<file path="config.mk">
export PLATFORM = sky130hd
export DESIGN_NAME = disp_scan_ctrl
export DESIGN_NICKNAME = d
export VERILOG_FILES = /design/src/rtl/disp_scan_ctrl.sv
export SDC_FILE = /design/constraint.sdc
export NUM_CORES = 1
export LEC_CHECK = 0
export CAP_MARGIN = 5
export CORE_MARGIN = 3
export CORE_UTILIZATION = 65
export CTS_CLUSTER_DIAMETER = 120
export DETAILED_ROUTE_END_ITERATION = 12
export DONT_BUFFER_PORTS = 1
export HOLD_SLACK_MARGIN = 0.1
export PLACE_DENSITY = 0.81
export SLEW_MARGIN = 20
export SYNTH_ARGS = -nofsm -noshare
export SYNTH_HDL_FRONTEND = slang
export SYNTH_SLANG_ARGS = --single-unit
</file>
<file path="constraint.sdc">
create_clock -name clk -period 4.7 [get_ports clk]
set_clock_uncertainty 0.15 [all_clocks]
set_input_delay 0.705 -clock clk [delete_from_list [all_inputs] [get_ports clk]]
set_output_delay 0.705 -clock clk [all_outputs]
set_load 0.005 [all_outputs]
</file>
<file path="src/rtl/disp_scan_ctrl.sv">
// Time-multiplexed 7-segment scan scheduler: dead-time per slot, per-digit masking, frame-coherent capture.
// Optional brightness dimming is compiled in with `define DISP_SCAN_DIM_EN (adds the duty input).
module disp_scan_ctrl #(
    parameter int N_DIG = 2,
    parameter int DIV   = 27000,
    parameter int BLANK = 270
) (
    input  logic                     clk,
    input  logic                     rst_n,
    input  logic                     en,
    input  logic [4*N_DIG-1:0]       dig_data,
    input  logic [N_DIG-1:0]         dig_mask,
`ifdef DISP_SCAN_DIM_EN
    input  logic [3:0]               duty,
`endif
    output logic [3:0]               nib,
    output logic [N_DIG-1:0]         an,
    output logic                     seg_blank,
    output logic [$clog2(N_DIG)-1:0] slot_idx,
    output logic                     frame_tick
);

    localparam int SW = $clog2(N_DIG);
    localparam int CW = $clog2(DIV);
    localparam logic [CW-1:0] CNT_LAST  = CW'(DIV - 1);
    localparam logic [CW-1:0] CNT_BLANK = CW'(BLANK);
    localparam logic [SW-1:0] SLOT_LAST = SW'(N_DIG - 1);
`ifdef DISP_SCAN_DIM_EN
    localparam int WW = CW + 5;
    localparam logic [WW-1:0] DRIVE_LEN = WW'(DIV - BLANK);
`endif

    typedef enum logic [1:0] {
        ST_IDLE,
        ST_BLANK,
        ST_DRIVE
    } state_t;

    state_t               state_q, state_d;
    logic [CW-1:0]        cnt_q, cnt_d;
    logic [SW-1:0]        slot_q, slot_d;
    logic [4*N_DIG-1:0]   snap_q, snap_d;
    logic [3:0]           nib_q, nib_d;
    logic [N_DIG-1:0]     an_q, an_d;
    logic                 seg_blank_q, seg_blank_d;
    logic                 frame_tick_q, frame_tick_d;
    logic [N_DIG-1:0]     onehot_d;
    logic                 drive_d;
    logic                 in_win_d;
`ifdef DISP_SCAN_DIM_EN
    logic [3:0]           duty_q, duty_d;
    logic [WW-1:0]        win_lhs_d, win_rhs_d;
`endif

    always_ff @(posedge clk or negedge rst_n) begin
        if (!rst_n) begin
            state_q      <= ST_IDLE;
            cnt_q        <= '0;
            slot_q       <= '0;
            snap_q       <= '0;
            nib_q        <= '0;
            an_q         <= '0;
            seg_blank_q  <= 1'b1;
            frame_tick_q <= 1'b0;
`ifdef DISP_SCAN_DIM_EN
            duty_q       <= '0;
`endif
        end else begin
            state_q      <= state_d;
            cnt_q        <= cnt_d;
            slot_q       <= slot_d;
            snap_q       <= snap_d;
            nib_q        <= nib_d;
            an_q         <= an_d;
            seg_blank_q  <= seg_blank_d;
            frame_tick_q <= frame_tick_d;
`ifdef DISP_SCAN_DIM_EN
            duty_q       <= duty_d;
`endif
        end
    end

    always_comb begin
        state_d      = state_q;
        cnt_d        = cnt_q;
        slot_d       = slot_q;
        snap_d       = snap_q;
        frame_tick_d = 1'b0;
        onehot_d     = '0;
        drive_d      = 1'b0;
        in_win_d     = 1'b1;
        an_d         = '0;
        seg_blank_d  = 1'b1;
        nib_d        = nib_q;

        if (!en) begin
            state_d = ST_IDLE;
            cnt_d   = '0;
            slot_d  = '0;
        end else if (state_q == ST_IDLE) begin
            // Frame start from idle: fresh snapshot so nib is valid in the first blank cycle.
            cnt_d        = '0;
            slot_d       = '0;
            snap_d       = dig_data;
            frame_tick_d = 1'b1;
            state_d      = (cnt_d < CNT_BLANK) ? ST_BLANK : ST_DRIVE;
        end else if (cnt_q == CNT_LAST) begin
            cnt_d = '0;
            if (slot_q == SLOT_LAST) begin
                slot_d       = '0;
                snap_d       = dig_data;
                frame_tick_d = 1'b1;
            end else begin
                slot_d = slot_q + SW'(1);
            end
            state_d = (cnt_d < CNT_BLANK) ? ST_BLANK : ST_DRIVE;
        end else begin
            cnt_d   = cnt_q + CW'(1);
            state_d = (cnt_d < CNT_BLANK) ? ST_BLANK : ST_DRIVE;
        end

`ifdef DISP_SCAN_DIM_EN
        // Duty is latched as each slot starts so the window is stable for the whole slot.
        duty_d    = (cnt_d == '0) ? duty : duty_q;
        win_lhs_d = WW'(cnt_d - CNT_BLANK) << 4;
        win_rhs_d = (WW'(duty_d) + WW'(1)) * DRIVE_LEN;
        in_win_d  = (win_lhs_d < win_rhs_d);
`endif

        for (int k = 0; k < N_DIG; k++) begin
            if (slot_d == SW'(k)) begin
                onehot_d[k] = 1'b1;
            end
        end

        // Outputs are registered from the next-state values so they line up with state/cnt.
        drive_d     = (state_d == ST_DRIVE) && dig_mask[slot_d] && in_win_d;
        an_d        = drive_d ? onehot_d : '0;
        seg_blank_d = ~drive_d;
        if (state_d != ST_IDLE) begin
            nib_d = snap_d[{slot_d, 2'b00} +: 4];
        end
    end

    assign nib        = nib_q;
    assign an         = an_q;
    assign seg_blank  = seg_blank_q;
    assign slot_idx   = slot_q;
    assign frame_tick = frame_tick_q;

endmodule
</file>
======== Yosys cells after proc, flatten, opt, wreduce, memory -nomap -nowiden ========
Index checks and enable logic that the tools add are counted.
cells by class
  reductions and logical operators ........ 3
  add/sub/neg operators ................... 2
  muxes and demuxes ....................... 24
  magnitude comparators ................... 2
  eq/ne operators ......................... 2
  shifts and indexed selects .............. 1
  bitwise logic cells ..................... 1
operators with widths
  kind                     count
  $mux W15                 3
  $mux W8                  4
  $add A15 B1 Y15 const B  1
  $eq A15 B15 Y1 const B   1
  $lt A15 B9 Y1 const B    1
  $mux W1                  12
  $mux W2                  5
  $shiftx A8 B4 Y4         1
  $eq A2 B2 Y1 const B     1
  $logic_not A2 Y1         1
  $lt A1 B2 Y1 const B     1
  $reduce_bool A2 Y1       1
  $add A1 B1 Y1 const B    1
  $logic_and A1 B1 Y1      1
  $not A1 Y1               1
word-level totals
  output and inout port bits .............. 9
  register bits ........................... 34

======== Logic depth before layout (Yosys ltp) ========
Gate-level depths: netlist (run 1).
  word-level depth ........................ 9
  gate-level depth with buffers ........... 9

======== Worst setup path after synthesis (run 1) ========
No wires, ideal clock.
  kind .................................... register -> register
  start ................................... register cnt_q[0]
  end ..................................... register seg_blank_q, in the netlist seg_blank
  stages on the path, launching flop included .. 8
  path slack .............................. 2.335 ns
  setup time .............................. 0.083 ns
  arrival ................................. 2.131 ns
  period minus slack after synthesis ...... 2.365 ns
  path buffers ............................ 1
  cells stage by stage .................... dfrtp_1 ha_1 buf_2 nand3_1 nor4_1 a2111oi_0 o211a_1 a221o_1
between the ends
  word-level cells in the longest chain between the ends .. 9
RTL lines
  element                  line  source
  start, declared          40    logic [CW-1:0] cnt_q, cnt_d;
  start signal, assigned   70    cnt_q <= cnt_d;
  $add A15 B1 Y15          118   cnt_d = cnt_q + CW'(1);
  $lt A15 B9 Y1            119   state_d = (cnt_d < CNT_BLANK) ? ST_BLANK : ST_DRIVE;
  $mux W2                  119
  $mux W2                  107   end else if (cnt_q == CNT_LAST) begin
  $mux W2                  100   end else if (state_q == ST_IDLE) begin
  $mux W2                  96    if (!en) begin
  $eq A2 B2 Y1             137   drive_d = (state_d == ST_DRIVE) && dig_mask[slot_d] && in_win_d;
  $logic_and A1 B1 Y1 (*)  137
  $not A1 Y1 (*)           139   seg_blank_d = ~drive_d;
  via seg_blank_d          45    logic seg_blank_q, seg_blank_d;
  end signal, assigned     75    seg_blank_q <= seg_blank_d;
  end, declared            45
The timed path passes the listed nets; every way through them passes the cells marked *. The select of a mux whose other input is x is not followed.
A chain may end at the register's enable or synchronous reset.

======== Worst setup path after layout (run 1) ========
Ends and elaborated chain as after synthesis.

==> results.json, run 1 <==
{
  "status": "complete, no violations",
  "nFillCells": 187,
  "vdd_drop_max_uv": 309,
  "hold_viol": 0,
  "antenna_found_initial": 0,
  "synth-seq-cells": 34,
  "critical_path_required_ps": 4830,
  "critPathLaunchType": "flop",
  "grt_pass1_wl_um": 5840,
  "min_from": "en",
  "cp-end-kind": "flop",
  "clockBufferDepth": 2,
  "worst_r2r_endpoint": "seg_blank",
  "gr-total-overflow": 0,
  "yosysUniqueCellTypes": 45,
  "fmax_mhz": 364,
  "crit_fanout": 9,
  "fin_tns_setup_ps": 0,
  "p_per_area_nw_per_um2": 299,
  "drv_slew": 0,
  "rows": 18,
  "cts-root-buf": "clkbuf_4",
  "wirelength_um": 3530,
  "synth_largest_area_cell": "dfrtp_1",
  "netlist_area_um2": 1780,
  "die_h_um": 58.4,
  "reg2reg_slack_ps": 1950,
  "dieWidth_um": 58.4,
  "drc_errors": 0,
  "rsz0062_at_grt": "no",
  "critPathArrivalTime_ps": 2880,
  "first_pass_iters": 4,
  "synth-main-ff-cell": "dfrtp_1",
  "ios": 22,
  "dp_hpwl_um": 2480,
  "cts_tree": "built",
  "drt_iter0_markers": 43,
  "io_buffer_count": 0,
  "drive_gt1_share_pct": 15.1,
  "dieArea_um2": 3410,
  "layout_commonest_cell": "dfrtp_1",
  "clk_pin_slew_ps": 120,
  "vias": 1287,
  "p_leak_uw": 0.000823,
  "grt_max_degree": 35,
  "core_area_um2": 2540,
  "grt_pass1_vias": 1311,
  "relSlewSlack_pct": 50.0,
  "synth_top_cell_area_share_pct": 46.3,
  "holdPathEnd": "frame_tick",
  "syn_nets": 178,
  "synth_cells": 163,
  "antenna_cells": 0,
  "reg2reg_depth": 6,
  "worst_pin_slew_ps": 747,
  "routed_via_density": 6.57,
  "r2r-start": "cnt_q[0]",
  "ys_warn_count": 0,
  "hp-class": "in -> reg",
  "hold_slack_ps": 322,
  "cts_sinks": 34,
  "synthArstFlopShare_pct": 100,
  "critPathKind": "reg -> reg",
  "clock_latency_ps": 340,
  "yosys-top-cells-area": "dfrtp_1 46%, mux2_4 6.7%, mux2i_1 4.5%",
  "place.gp.congestion": 0.931,
  "initial_utilization_pct": 70.0,
  "area_growth_syn_to_layout_pct": 4.99,
  "cts.htree.levels": 2,
  "syn_area_per_cell_um2": 10.9,
  "layout_common_cells": "33 x dfrtp_1, 18 x nor2_1, 10 x nand2_1",
  "finalNetCount": 180,
  "period_minus_slack_ps": 2750,
  "finalSetupViolations": 0,
  "grt_usage_pct": 22.8,
  "wl_per_cell_um": 18.0,
  "holdPathStages": 1,
  "ys_seq_area_share_pct": 47.8,
  "post-cts-setup-buffers": 0,
  "cts_inserted_buffers": 5,
  "timing.max_cap.violations": 0,
  "antenna_left": 0,
  "min_period_over_period_pct": 58.4,
  "synth_edf_count": 0
}
==> cells by family after synthesis <==
family	after synthesis	synth area share (%)
adder cells (fa/ha/maj)	2	1.40
buffers and inverters	11	3.02
AO/OA/AOI/OAI	27	11.9
flip-flops	34	47.8
AND/OR/NAND/NOR	61	18.7
XOR/XNOR	12	5.90
multiplexers	16	11.2
==> metrics by stage <==
stage / util [%] / std cells / total power [uW] / setup WS (ps) / area (um^2)
after floorplan: - / 163 / 374 / 2340 / 1780
after global placement: 70.0 / 186 / 378 / 2120 / 1780
after detailed placement: 70.0 / 186 / 383 / 2050 / 1780
after CTS: 73.5 / 196 / 558 / 2010 / 1870
after global routing: 73.5 / 196 / 580 / 1840 / 1870
final: 73.5 / 196 / 559 / 1950 / 1870
==> worst max-delay path by stage <==
stage,startpoint,endpoint,slack (ps),cells after the start
after floorplan,cnt_q[0],seg_blank,2340,7
after global placement,cnt_q[10],seg_blank,2120,6
after detailed placement,cnt_q[0],seg_blank,2050,6
after CTS,cnt_q[0],seg_blank,2010,6
after global routing,cnt_q[0],seg_blank,1840,6
final,cnt_q[0],seg_blank,1950,6
==> flip-flops by register name (all words and copies together) (netlist names) <==
signal,count
seg_blank,1
state_q,2
an,2
nib,4
cnt_q,15
frame_tick,1
slot_idx,1
snap_q,8
==> cell type report <==
| type | instances | area [um^2] | share of cell area (%) |
|---|---|---|---|
| clock buffers | 7 | 55.1 | 2.94 |
| clock inverters | 1 | 5.00 | 0.268 |
| inverters | 4 | 15.0 | 0.803 |
| multi-input cells | 118 | 876 | 46.8 |
| flip-flops and latches | 34 | 852 | 45.6 |
| well taps | 30 | 37.5 | 2.01 |
| repair buffers | 2 | 30.0 | 1.61 |
==> per-layer routing <==
metal	wire [um]	global-route usage (%)
met1	1540	30.3
met2	1700	35.6
met3	236	4.61
met4	53	10.9
met5	0	0
==> worst max-delay path, cell delays in order (launching register included) <==
cell and delay (ps):
dfrtp_1 460, ha_1 340, nand3_1 300, nor4_1 530
a2111oi_0 250, o211a_1 310, a221o_1 360
==> what timing repair did <==
item | CTS | global route
hold endpoints to repair | 34 | 0
resized for setup | 0 | 0
hold buffers | 2 | 0
==> where the power goes <==
part           leakage (uW)  switching, uW  internal (uW)
combinational      0.000346           25.2           32.9
sequential         0.000441           15.1            312
clock             0.0000353            101           72.5
==> Yosys cell counts (4+ instances only) <==
library cell  number
nor3_1             5
a21oi_1            4
o221ai_1           4
nand2b_1           4
xnor2_1            8
nand2_1           10
nor2_1            18
nand3_1            7
mux2_4             8
buf_2              4
inv_1              4
xor2_1             4
nand4_1            4
dfrtp_1           33
mux2i_1            8
Note: power is estimated with default switching activity, not from simulation.
==> run 2, diff against run 1 <==
CORE_UTILIZATION = 62   (was 65)
PLACE_DENSITY = 0.78   (was 0.81)
clock period = 2.6 ns   (was 4.7 ns; I/O delays follow)
==> run 2 against run 1 <==
Clock power rose to 2.9 times the previous value. Design area grew 12%. Critical path depth stayed put. Cell count grew 8.7%. Register-to-register slack worse by 1800 ps. Wire length rose by 24%. Core utilization increased by 6.6 points. Via count increased by 8.1%. Global-route usage increased by 6.1 points. Power rose by 120%. Fmax increased by 11%. Critical endpoint is now snap_q[4]. Highest routed layer unchanged.
==> results.json, run 2 (synthesis gave the netlist of run 1 again) <==
{
  "post-cts-setup-buffers": 0,
  "grt_max_degree": 35,
  "first_pass_iters": 4,
  "dp_slack_ps": 122,
  "antenna_found_initial": 0,
  "critPathKind": "reg -> reg",
  "grt_pass1_vias": 1412,
  "area_growth_syn_to_layout_pct": 17.4,
  "cts_sinks": 34,
  "crit_fanout": 8,
  "antenna_cells": 0,
  "routed_via_density": 6.53,
  "fin_tns_setup_ps": 0,
  "initial_utilization_pct": 68.2,
  "wl_per_cell_um": 20.6,
  "drc_errors": 0,
  "status": "complete, no violations",
  "cts_tree": "built",
  "fmax_mhz": 405,
  "dp_hpwl_um": 2750,
  "min_period_over_period_pct": 95.1,
  "drt_iter0_markers": 83,
  "io_buffer_count": 0,
  "antenna_left": 0,
  "dieWidth_um": 59.6,
  "clock_latency_ps": 350,
  "rsz0062_at_grt": "no",
  "vias": 1391,
  "rows": 18,
  "hp-class": "in -> reg",
  "place.gp.congestion": 0.897,
  "finalSetupViolations": 0,
  "ios": 22,
  "cts_inserted_buffers": 5,
  "largest_reg_flops": 15,
  "grt_usage_pct": 28.8,
  "grt_pass1_wl_um": 7370,
  "vdd_drop_max_uv": 584,
  "critical_path_required_ps": 2680,
  "critPathArrivalTime_ps": 2560,
  "p_per_area_nw_per_um2": 581,
  "finalNetCount": 197,
  "timing.final.ws_setup_ps": 128,
  "drive_gt1_share_pct": 19.7,
  "cts.htree.levels": 2,
  "layout_common_cells": "33 x dfrtp_1, 18 x nor2_1, 12 x dlygate4sd3_1, 10 x nand2_1",
  "drv_slew": 0,
  "timing.max_cap.violations": 0,
  "cts-root-buf": "clkbuf_4",
  "p_leak_uw": 0.000917,
  "dieArea_um2": 3550,
  "layout_commonest_cell": "dfrtp_1",
  "relSlewSlack_pct": 57.3,
  "gr-total-overflow": 0,
  "period_minus_slack_ps": 2470,
  "design_area_um2": 2090,
  "die_h_um": 59.6,
  "post_dp_cell_area_um2": 1830,
  "worst_pin_slew_ps": 624,
  "clockBufferDepth": 2,
  "hold_viol": 0,
  "critPathLaunchType": "flop",
  "core_area_um2": 2610,
  "wirelength_um": 4380,
  "clk_pin_slew_ps": 120,
  "cp-end-kind": "flop",
  "top_register": "cnt_q"
}
[run 2: worst paths after layout]
path / startpoint / endpoint / slack [ps] / cells after the start
min: dig_data[2] / nib[2] / 110 / 2
max reg2reg: cnt_q[10] / snap_q[4] / 130 / 6
min reg2reg: snap_q[4] / snap_q[4] / 370 / 1
min in group asynchronous: rst_n / snap_q[7] / 320 / 2
max in group asynchronous: rst_n / seg_blank / 1720 / 2
max: cnt_q[10] / snap_q[4] / 130 / 6
[run 2: layout make-up]
cell class,count,area [um^2]
multi-input cells,118,896
clock buffers,5,37.5
repair buffers,19,185
flip-flops and latches,34,852
clock inverters,3,68.8
fillers,167,520
well taps,30,37.5
inverters,4,15.0
[run 2: worst max-delay path, stage by stage (launching register included)]
cell and delay [ps]:
dfrtp_1 470, or4b_4 560, nor4_4 300, buf_4 180, a21oi_2 120, nand2b_4 250, mux2_4 320
[run 2: stage by stage]
| step | utilization, % | hold slack (ps) | cells | power [uW] |
|---|---|---|---|---|
| after global placement | 69.9 | -54.9 | 192 | 690 |
| final | 80.1 | 111 | 213 | 1220 |
| after CTS | 79.3 | 107 | 213 | 1220 |
| after global routing | 80.1 | 109 | 213 | 1260 |
| after detailed placement | 69.9 | -54.9 | 192 | 695 |
| after floorplan | - | -55.6 | 163 | 676 |
[run 2: what timing repair did]
| action | CTS | global route |
|---|---|---|
| setup endpoints to repair | 0 | 7 |
| hold buffers | 13 | 0 |
| endpoints found under the hold margin | 47 | 0 |
| resized for setup | 0 | 4 |
[run 2: metal layers]
| layer | global-route usage (%) | vias to the layer above | share of wire [%] |
|---|---|---|---|
| met5 | 0 | - | 0 |
| met2 | 41.7 | 66 | 45 |
| met3 | 8.28 | 12 | 8.1 |
| met1 | 41.7 | 684 | 45 |
| li1 | - | 629 | - |
| met4 | 9.49 | 0 | 1.6 |
[run 2: where the power goes]
part	leakage [uW]	internal (uW)	switching [uW]
combinational	0.000420	73.3	54.8
clock	0.0000554	301	196
sequential	0.000441	565	26.3
total	0.000917	939	277
